$ cat config.mk
export PLATFORM = sky130hd
export DESIGN_NAME = sd_block_reader
export DESIGN_NICKNAME = d
export VERILOG_FILES = /design/src/rtl/sd_pkg.sv /design/src/rtl/sd_spi_byte.sv /design/src/rtl/sd_block_reader.sv
export SDC_FILE = /design/constraint.sdc
export NUM_CORES = 1
export LEC_CHECK = 0
export ABC_AREA = 1
export CAP_MARGIN = 0
export CORE_UTILIZATION = 60
export DETAILED_ROUTE_END_ITERATION = 7
export PLACE_DENSITY = 0.82
export SETUP_SLACK_MARGIN = 0.3
export SKIP_LAST_GASP = 1
export SYNTH_ARGS = -nofsm -noshare
export SYNTH_HDL_FRONTEND = slang
export SYNTH_HIERARCHICAL = 1
export SYNTH_SLANG_ARGS = --single-unit
export TNS_END_PERCENT = 1
$ cat constraint.sdc
create_clock -name clk -period 8.4 [get_ports clk]
set_input_delay 2.1 -clock clk [delete_from_list [all_inputs] [get_ports clk]]
set_output_delay 2.1 -clock clk [all_outputs]
set_load 0.01 [all_outputs]
$ cat src/rtl/sd_pkg.sv
// Shared types and constants for the SD single-block read path.
// Holds the sequencer state encoding and the CMD17 frame builder.
package sd_pkg;

    typedef enum logic [2:0] {
        ST_IDLE,
        ST_CMD,
        ST_R1,
        ST_TOKEN,
        ST_DATA,
        ST_CRC,
        ST_TAIL
    } state_e;

    localparam logic [7:0] CMD17       = 8'h51;
    localparam logic [7:0] TOKEN_START = 8'hFE;
    localparam logic [7:0] DUMMY_CRC   = 8'hFF;
    localparam logic [7:0] IDLE_BYTE   = 8'hFF;

    localparam int SECTOR_BYTES = 512;
    localparam int CMD_BYTES    = 6;
    localparam int CRC_BYTES    = 2;

    // Byte idx of the CMD17 frame: opcode, 4 address bytes, CRC.
    function automatic logic [7:0] cmd_byte(
        input logic [2:0]  idx,
        input logic [31:0] addr
    );
        logic [7:0] b;
        case (idx)
            3'd0:    b = CMD17;
            3'd1:    b = addr[31:24];
            3'd2:    b = addr[23:16];
            3'd3:    b = addr[15:8];
            3'd4:    b = addr[7:0];
            default: b = DUMMY_CRC;
        endcase
        return b;
    endfunction

endpackage

$ cat src/rtl/sd_spi_byte.sv
// SPI mode-0 byte engine: SCLK divider plus 8-bit shifter.
// done is high in the cycle before the last falling edge so the
// sequencer can chain the next byte with no gap on the wire.
module sd_spi_byte #(
    parameter int CLK_DIV = 64
) (
    input  logic       clk,
    input  logic       rst_n,
    input  logic       start,
    input  logic       clr,
    input  logic [7:0] tx,
    output logic [7:0] rx,
    output logic       done,
    output logic       rx_stb,
    output logic       sclk,
    output logic       di,
    input  logic       do_i
);

    localparam int DW = (CLK_DIV > 2) ? $clog2(CLK_DIV) : 1;
    localparam logic [DW-1:0] DIV_LAST = DW'(CLK_DIV - 1);

    logic          active_q, active_d;
    logic          sclk_q, sclk_d;
    logic [DW-1:0] div_q, div_d;
    logic [2:0]    bit_q, bit_d;
    logic [7:0]    sh_q, sh_d;
    logic [7:0]    rx_q, rx_d;
    logic          stb_q, stb_d;
    logic          half;

    assign half   = active_q && (div_q == DIV_LAST);
    assign done   = half && sclk_q && (bit_q == 3'd7);
    assign rx     = rx_q;
    assign rx_stb = stb_q;
    assign sclk   = sclk_q;
    assign di     = sh_q[7];

    // Half-period timing, rising-edge sampling, falling-edge shifting.
    always_comb begin
        active_d = active_q;
        sclk_d   = sclk_q;
        div_d    = div_q;
        bit_d    = bit_q;
        sh_d     = sh_q;
        rx_d     = rx_q;
        stb_d    = 1'b0;
        if (clr) begin
            active_d = 1'b0;
            sclk_d   = 1'b0;
            div_d    = '0;
            bit_d    = '0;
            sh_d     = 8'hFF;
        end else begin
            if (active_q) begin
                div_d = div_q + DW'(1);
                if (half) begin
                    div_d = '0;
                    if (!sclk_q) begin
                        sclk_d = 1'b1;
                        rx_d   = {rx_q[6:0], do_i};
                        stb_d  = (bit_q == 3'd7);
                    end else begin
                        sclk_d = 1'b0;
                        if (bit_q == 3'd7) begin
                            active_d = 1'b0;
                            sh_d     = 8'hFF;
                        end else begin
                            bit_d = bit_q + 3'd1;
                            sh_d  = {sh_q[6:0], 1'b1};
                        end
                    end
                end
            end
            if (start) begin
                active_d = 1'b1;
                div_d    = '0;
                bit_d    = '0;
                sh_d     = tx;
            end
        end
    end

    // Engine state registers.
    always_ff @(posedge clk or negedge rst_n) begin
        if (!rst_n) begin
            active_q <= 1'b0;
            sclk_q   <= 1'b0;
            div_q    <= '0;
            bit_q    <= '0;
            sh_q     <= 8'hFF;
            rx_q     <= 8'h00;
            stb_q    <= 1'b0;
        end else begin
            active_q <= active_d;
            sclk_q   <= sclk_d;
            div_q    <= div_d;
            bit_q    <= bit_d;
            sh_q     <= sh_d;
            rx_q     <= rx_d;
            stb_q    <= stb_d;
        end
    end

endmodule

$ cat src/rtl/sd_block_reader.sv
// CMD17 single-block reader with init-engine pin passthrough.
// Sequences one SPI byte at a time and streams 512 sector bytes.
module sd_block_reader
    import sd_pkg::*;
#(
    parameter int CLK_DIV       = 64,
    parameter int TOKEN_TIMEOUT = 4096,
    parameter int R1_TIMEOUT    = 8
) (
    input  logic        clk,
    input  logic        rst_n,
    input  logic        init_done,
    input  logic        init_sclk,
    input  logic        init_di,
    input  logic        init_cs,
    input  logic        rd_req,
    input  logic [31:0] rd_addr,
    output logic        rd_busy,
    output logic        rd_done,
    output logic        rd_err,
    output logic [7:0]  data_out,
    output logic        data_valid,
    input  logic        DO,
    output logic        SCLK,
    output logic        DI,
    output logic        CS
);

    localparam logic [15:0] CMD_LAST = 16'(CMD_BYTES - 1);
    localparam logic [15:0] R1_LAST  = 16'(R1_TIMEOUT - 1);
    localparam logic [15:0] TOK_LAST = 16'(TOKEN_TIMEOUT - 1);
    localparam logic [15:0] SEC_LAST = 16'(SECTOR_BYTES - 1);
    localparam logic [15:0] CRC_LAST = 16'(CRC_BYTES - 1);

    state_e      state_q, state_d;
    logic [15:0] cnt_q, cnt_d;
    logic [31:0] addr_q, addr_d;
    logic        cs_q, cs_d;
    logic        busy_q, busy_d;
    logic        done_q, done_d;
    logic        err_q, err_d;
    logic        dv_q, dv_d;
    logic [7:0]  dout_q, dout_d;
    logic        fail;

    logic        spi_start;
    logic        spi_clr;
    logic [7:0]  spi_tx;
    logic [7:0]  spi_rx;
    logic        spi_done;
    logic        spi_stb;
    logic        spi_sclk;
    logic        spi_di;

    sd_spi_byte #(
        .CLK_DIV (CLK_DIV)
    ) u_spi (
        .clk    (clk),
        .rst_n  (rst_n),
        .start  (spi_start),
        .clr    (spi_clr),
        .tx     (spi_tx),
        .rx     (spi_rx),
        .done   (spi_done),
        .rx_stb (spi_stb),
        .sclk   (spi_sclk),
        .di     (spi_di),
        .do_i   (DO)
    );

    assign SCLK       = init_done ? spi_sclk : init_sclk;
    assign DI         = init_done ? spi_di   : init_di;
    assign CS         = init_done ? cs_q     : init_cs;
    assign rd_busy    = busy_q;
    assign rd_done    = done_q;
    assign rd_err     = err_q;
    assign data_out   = dout_q;
    assign data_valid = dv_q;

    // Transaction sequencer: decides the next byte at each byte end.
    always_comb begin
        state_d   = state_q;
        cnt_d     = cnt_q;
        addr_d    = addr_q;
        cs_d      = cs_q;
        busy_d    = busy_q;
        done_d    = 1'b0;
        err_d     = err_q;
        dv_d      = 1'b0;
        dout_d    = dout_q;
        spi_start = 1'b0;
        spi_clr   = 1'b0;
        spi_tx    = IDLE_BYTE;
        fail      = 1'b0;
        if (state_q != ST_IDLE && !init_done) begin
            state_d = ST_IDLE;
            cnt_d   = '0;
            cs_d    = 1'b1;
            busy_d  = 1'b0;
            done_d  = 1'b1;
            err_d   = 1'b1;
            spi_clr = 1'b1;
        end else begin
            if (state_q == ST_DATA && spi_stb) begin
                dv_d   = 1'b1;
                dout_d = spi_rx;
            end
            unique case (state_q)
                ST_IDLE: begin
                    cs_d = 1'b1;
                    if (rd_req && init_done) begin
                        state_d   = ST_CMD;
                        cnt_d     = '0;
                        addr_d    = rd_addr;
                        cs_d      = 1'b0;
                        busy_d    = 1'b1;
                        err_d     = 1'b0;
                        spi_start = 1'b1;
                        spi_tx    = cmd_byte(3'd0, rd_addr);
                    end
                end
                ST_CMD: if (spi_done) begin
                    spi_start = 1'b1;
                    if (cnt_q == CMD_LAST) begin
                        state_d = ST_R1;
                        cnt_d   = '0;
                    end else begin
                        cnt_d  = cnt_q + 16'd1;
                        spi_tx = cmd_byte(cnt_q[2:0] + 3'd1, addr_q);
                    end
                end
                ST_R1: if (spi_done) begin
                    if (spi_rx == 8'h00) begin
                        state_d   = ST_TOKEN;
                        cnt_d     = '0;
                        spi_start = 1'b1;
                    end else if (spi_rx != IDLE_BYTE) begin
                        fail = 1'b1;
                    end else if (cnt_q == R1_LAST) begin
                        fail = 1'b1;
                    end else begin
                        cnt_d     = cnt_q + 16'd1;
                        spi_start = 1'b1;
                    end
                end
                ST_TOKEN: if (spi_done) begin
                    spi_start = 1'b1;
                    if (spi_rx == TOKEN_START) begin
                        state_d = ST_DATA;
                        cnt_d   = '0;
                    end else if (spi_rx == IDLE_BYTE) begin
                        if (cnt_q == TOK_LAST) fail = 1'b1;
                        else cnt_d = cnt_q + 16'd1;
                    end else if (spi_rx[7:4] == 4'h0) begin
                        fail = 1'b1;
                    end
                end
                ST_DATA: if (spi_done) begin
                    spi_start = 1'b1;
                    if (cnt_q == SEC_LAST) begin
                        state_d = ST_CRC;
                        cnt_d   = '0;
                    end else begin
                        cnt_d = cnt_q + 16'd1;
                    end
                end
                ST_CRC: if (spi_done) begin
                    spi_start = 1'b1;
                    if (cnt_q == CRC_LAST) begin
                        state_d = ST_TAIL;
                        cnt_d   = '0;
                        cs_d    = 1'b1;
                    end else begin
                        cnt_d = cnt_q + 16'd1;
                    end
                end
                ST_TAIL: if (spi_done) begin
                    state_d = ST_IDLE;
                    busy_d  = 1'b0;
                    done_d  = 1'b1;
                end
                default: state_d = ST_IDLE;
            endcase
            if (fail) begin
                state_d   = ST_TAIL;
                cnt_d     = '0;
                cs_d      = 1'b1;
                err_d     = 1'b1;
                spi_start = 1'b1;
                spi_tx    = IDLE_BYTE;
            end
        end
    end

    // Sequencer state and registered outputs.
    always_ff @(posedge clk or negedge rst_n) begin
        if (!rst_n) begin
            state_q <= ST_IDLE;
            cnt_q   <= '0;
            addr_q  <= '0;
            cs_q    <= 1'b1;
            busy_q  <= 1'b0;
            done_q  <= 1'b0;
            err_q   <= 1'b0;
            dv_q    <= 1'b0;
            dout_q  <= 8'h00;
        end else begin
            state_q <= state_d;
            cnt_q   <= cnt_d;
            addr_q  <= addr_d;
            cs_q    <= cs_d;
            busy_q  <= busy_d;
            done_q  <= done_d;
            err_q   <= err_d;
            dv_q    <= dv_d;
            dout_q  <= dout_d;
        end
    end

endmodule

==> results_dict.tcl <==
set metrics [dict create \
    drv_slew 0 \
    post-cts-setup-buffer-count 0 \
    port_buffers 54 \
    fin_tns_setup_ns 0 \
    cts_made_buffers 9 \
    post-dp-hpwl_mm 8.54 \
    cts_resized 0 \
    n_fill_cell 671 \
    cp_data_required_time_ns 6.30 \
    post-route-worst-setup-slack_ns 2.67 \
    place_ws_ns 2.69 \
    reg2reg_depth 14 \
    htree_num_levels 3 \
    grt_pass1_wl_mm 20.1 \
    synth_area_um2 5320 \
    grt_pass1_vias 4470 \
    io_pins 55 \
    m1WireLength_mm 5.49 \
    post-route-min-period_ns 5.73 \
    dpl_cell_area_um2 5900 \
    grt_overflow 0 \
    detail-route-antenna-nets 0 \
    synth_edf_count 0 \
    viasPerCell 5.49 \
    power_mw 1.64 \
    synth_top_family_by_area "simple AND/OR/NAND/NOR gates" \
    fin_util_pct 72.6 \
    synth_nets 765 \
    nNetsFinal 814 \
    path_class "in2out" \
    syn2layout_area_growth_pct 14.5 \
    fin_crit_sh_pct 68.2 \
    tightest_slew_ns 0.874 \
    finClkSkew_ns 0.0134 \
    wl_per_cell_um 13.7 \
    grt_start_max_net_pins 51 \
    slew_headroom_pct 41.7 \
    gp_congestion 0.929 \
    hold_viol 0 \
    fin_area_um2 6090 \
    fmax_ghz 0.175 \
    die_y_um 96.1 \
    num_rows 33 \
    yosys.area_share.simple_pct 37.1 \
    coreArea_um2 8380 \
    crit_arrival_ns 3.63 \
    hold_path_class "reg2reg" \
    vias 4799 \
    stdcell_count 874 \
    setup_violations 0 \
    met3_length_um 730 \
    start_util_pct 63.4 \
    maxCapViolations 0 \
    p_leak_nw 2.93 \
    drt-total-wl_mm 12.0 \
    detailedRoute.firstPassIterationCount 5 \
    antenna_found_initial 0 \
    seqCellArea_um2 2310 \
    hold_ws_ns 0.472 \
    yosys_warnings 6 \
    final_cell_mix "nand2_1, dfrtp_1, nor2_1, inv_1, clkdlybuf4s50_1" \
    clk_pin_slew_ns 0.10 \
    cts_root_buf "clkbuf_8" \
    post_synth.cell_area_avg_um2 7.44 \
    grtUsageTotal_pct 28.1 \
    dp.cells 858 \
    antenna-diode-count 0 \
    path_max_fanout 9 \
    synth_cell_types 43 \
    async_reset_ff_share_pct 100 \
    layout-drive-gt1-share_pct 9.36 \
    synth_xor_xnor_area_share_pct 1.98 \
    cts_tree "done" \
    wl_met2_mm 5.55 \
    vdd_ir_drop_max_mv 0.148 \
    final_common_cell "nand2_1" \
    die_w_um 96.1 \
    cts.sinks 92 \
    drc 0 \
    die_area_um2 9240 \
    clk_latency_ns 0.36 \
    cp-start-kind "input pin" \
    synth_compound_area_share_pct 7.88 \
    syn_inst 715 \
    hold_depth 2 \
    highest_layer "met4" \
    ctsHoldBuffers 0 \
    status "finished, final reports clean" \
    ys_ff_latch 92 \
    multi_input_area_um2 2620 \
    synth_adder_area_share_pct 2.35 \
    clockBufferDepth 2 \
    drt_iter0_drc 399 \
    rsz0062_at_grt "no" \
    power_density_nw_per_um2 270 \
    endpoint_kind "output pin" \
    synth_ff_type "dfrtp_1" \
    ys_seq_area_share_pct 43.5 \
    synthMuxAreaShare_pct 0 \
]
-- final cells by class --
class                           instances  share of cell area, %
Clock buffer                           11                   2.16
Clock inverter                          5                   1.01
Inverter                               73                   4.50
Multi-Input combinational cell        532                   43.1
Sequential cell                        92                   38.0
Tap cell                              105                   2.16
Timing Repair Buffer                   56                   9.08
-- final timing paths --
path,startpoint,slack [ns],to
min in group asynchronous,rst_n,1.70,cnt_q[14]
max,init_done,2.67,DI
max reg2reg,u_spi/div_q[0],4.85,u_spi/sh_q[6]
max in group asynchronous,rst_n,5.65,addr_q[2]
min reg2reg,cs_q,0.47,cs_q
min,cs_q,0.47,cs_q
-- state kept, by name (all words and copies together), names as in the netlist --
signal,count
addr_q,32
cnt_q,16
data_out,8
u_spi/rx,8
u_spi/sh_q,8
u_spi/div_q,6
state_q,3
u_spi/bit_q,3
cs_q,1
data_valid,1
rd_busy,1
rd_done,1
rd_err,1
u_spi/active_q,1
u_spi/rx_stb,1
u_spi/sclk,1
-- worst max-delay path, stage by stage --
cell	delay [ns]
clkdlybuf4s50_1	0.76
inv_1	0.17
nand2_1	0.09
nand2_1	0.05
clkdlybuf4s50_1	0.47
-- report_power, final --
group	switching (mW)	total (mW)	leakage (nW)	internal [mW]
logic	0.453	0.670	1.65	0.217
registers	0.0832	0.667	1.19	0.583
clock network	0.165	0.304	0.0862	0.139
-- Yosys cell counts, types with 2 or more instances --
cell,number,area share [%]
xor2_1,6,0.99
o22ai_1,5,0.59
nand2_2,8,0.94
buf_2,6,0.56
nor2_8,3,1.1
o21ai_1,2,0.19
nand3_4,2,0.66
dfrtp_1,83,39
nand2_1,268,19
o31ai_1,3,0.42
o21ai_2,9,1.5
a221o_1,2,0.38
nor3_1,7,0.66
nand4_1,14,1.6
nor2_2,4,0.47
inv_2,8,0.56
a21oi_1,15,1.4
nand3b_1,3,0.42
xnor2_1,6,0.99
inv_1,65,4.6
nand3_1,49,4.6
nor2_4,5,1.1
clkbuf_1,7,0.49
dfstp_2,9,4.4
nand3_2,2,0.38
buf_6,4,0.85
nor2_1,74,5.2
o21ai_0,22,2.1
ha_1,10,2.4
-- logic make-up (layout without fill, tap and decap cells) --
logic type	Yosys count	after routing
adder cells (fa/ha/maj)	10	10
AND/OR/NAND/NOR	444	444
flip-flops	92	92
AO/OA/AOI/OAI	66	66
XOR/XNOR	12	12
buffers and inverters	91	145
-- per-layer routing --
layer	GRT usage, %	up-vias
li1	-	2360
met1	38.6	2247
met2	45.0	171
met3	5.45	21
met4	8.71	0
met5	0	-
No activity file was read; power rests on OpenSTA's default activity.
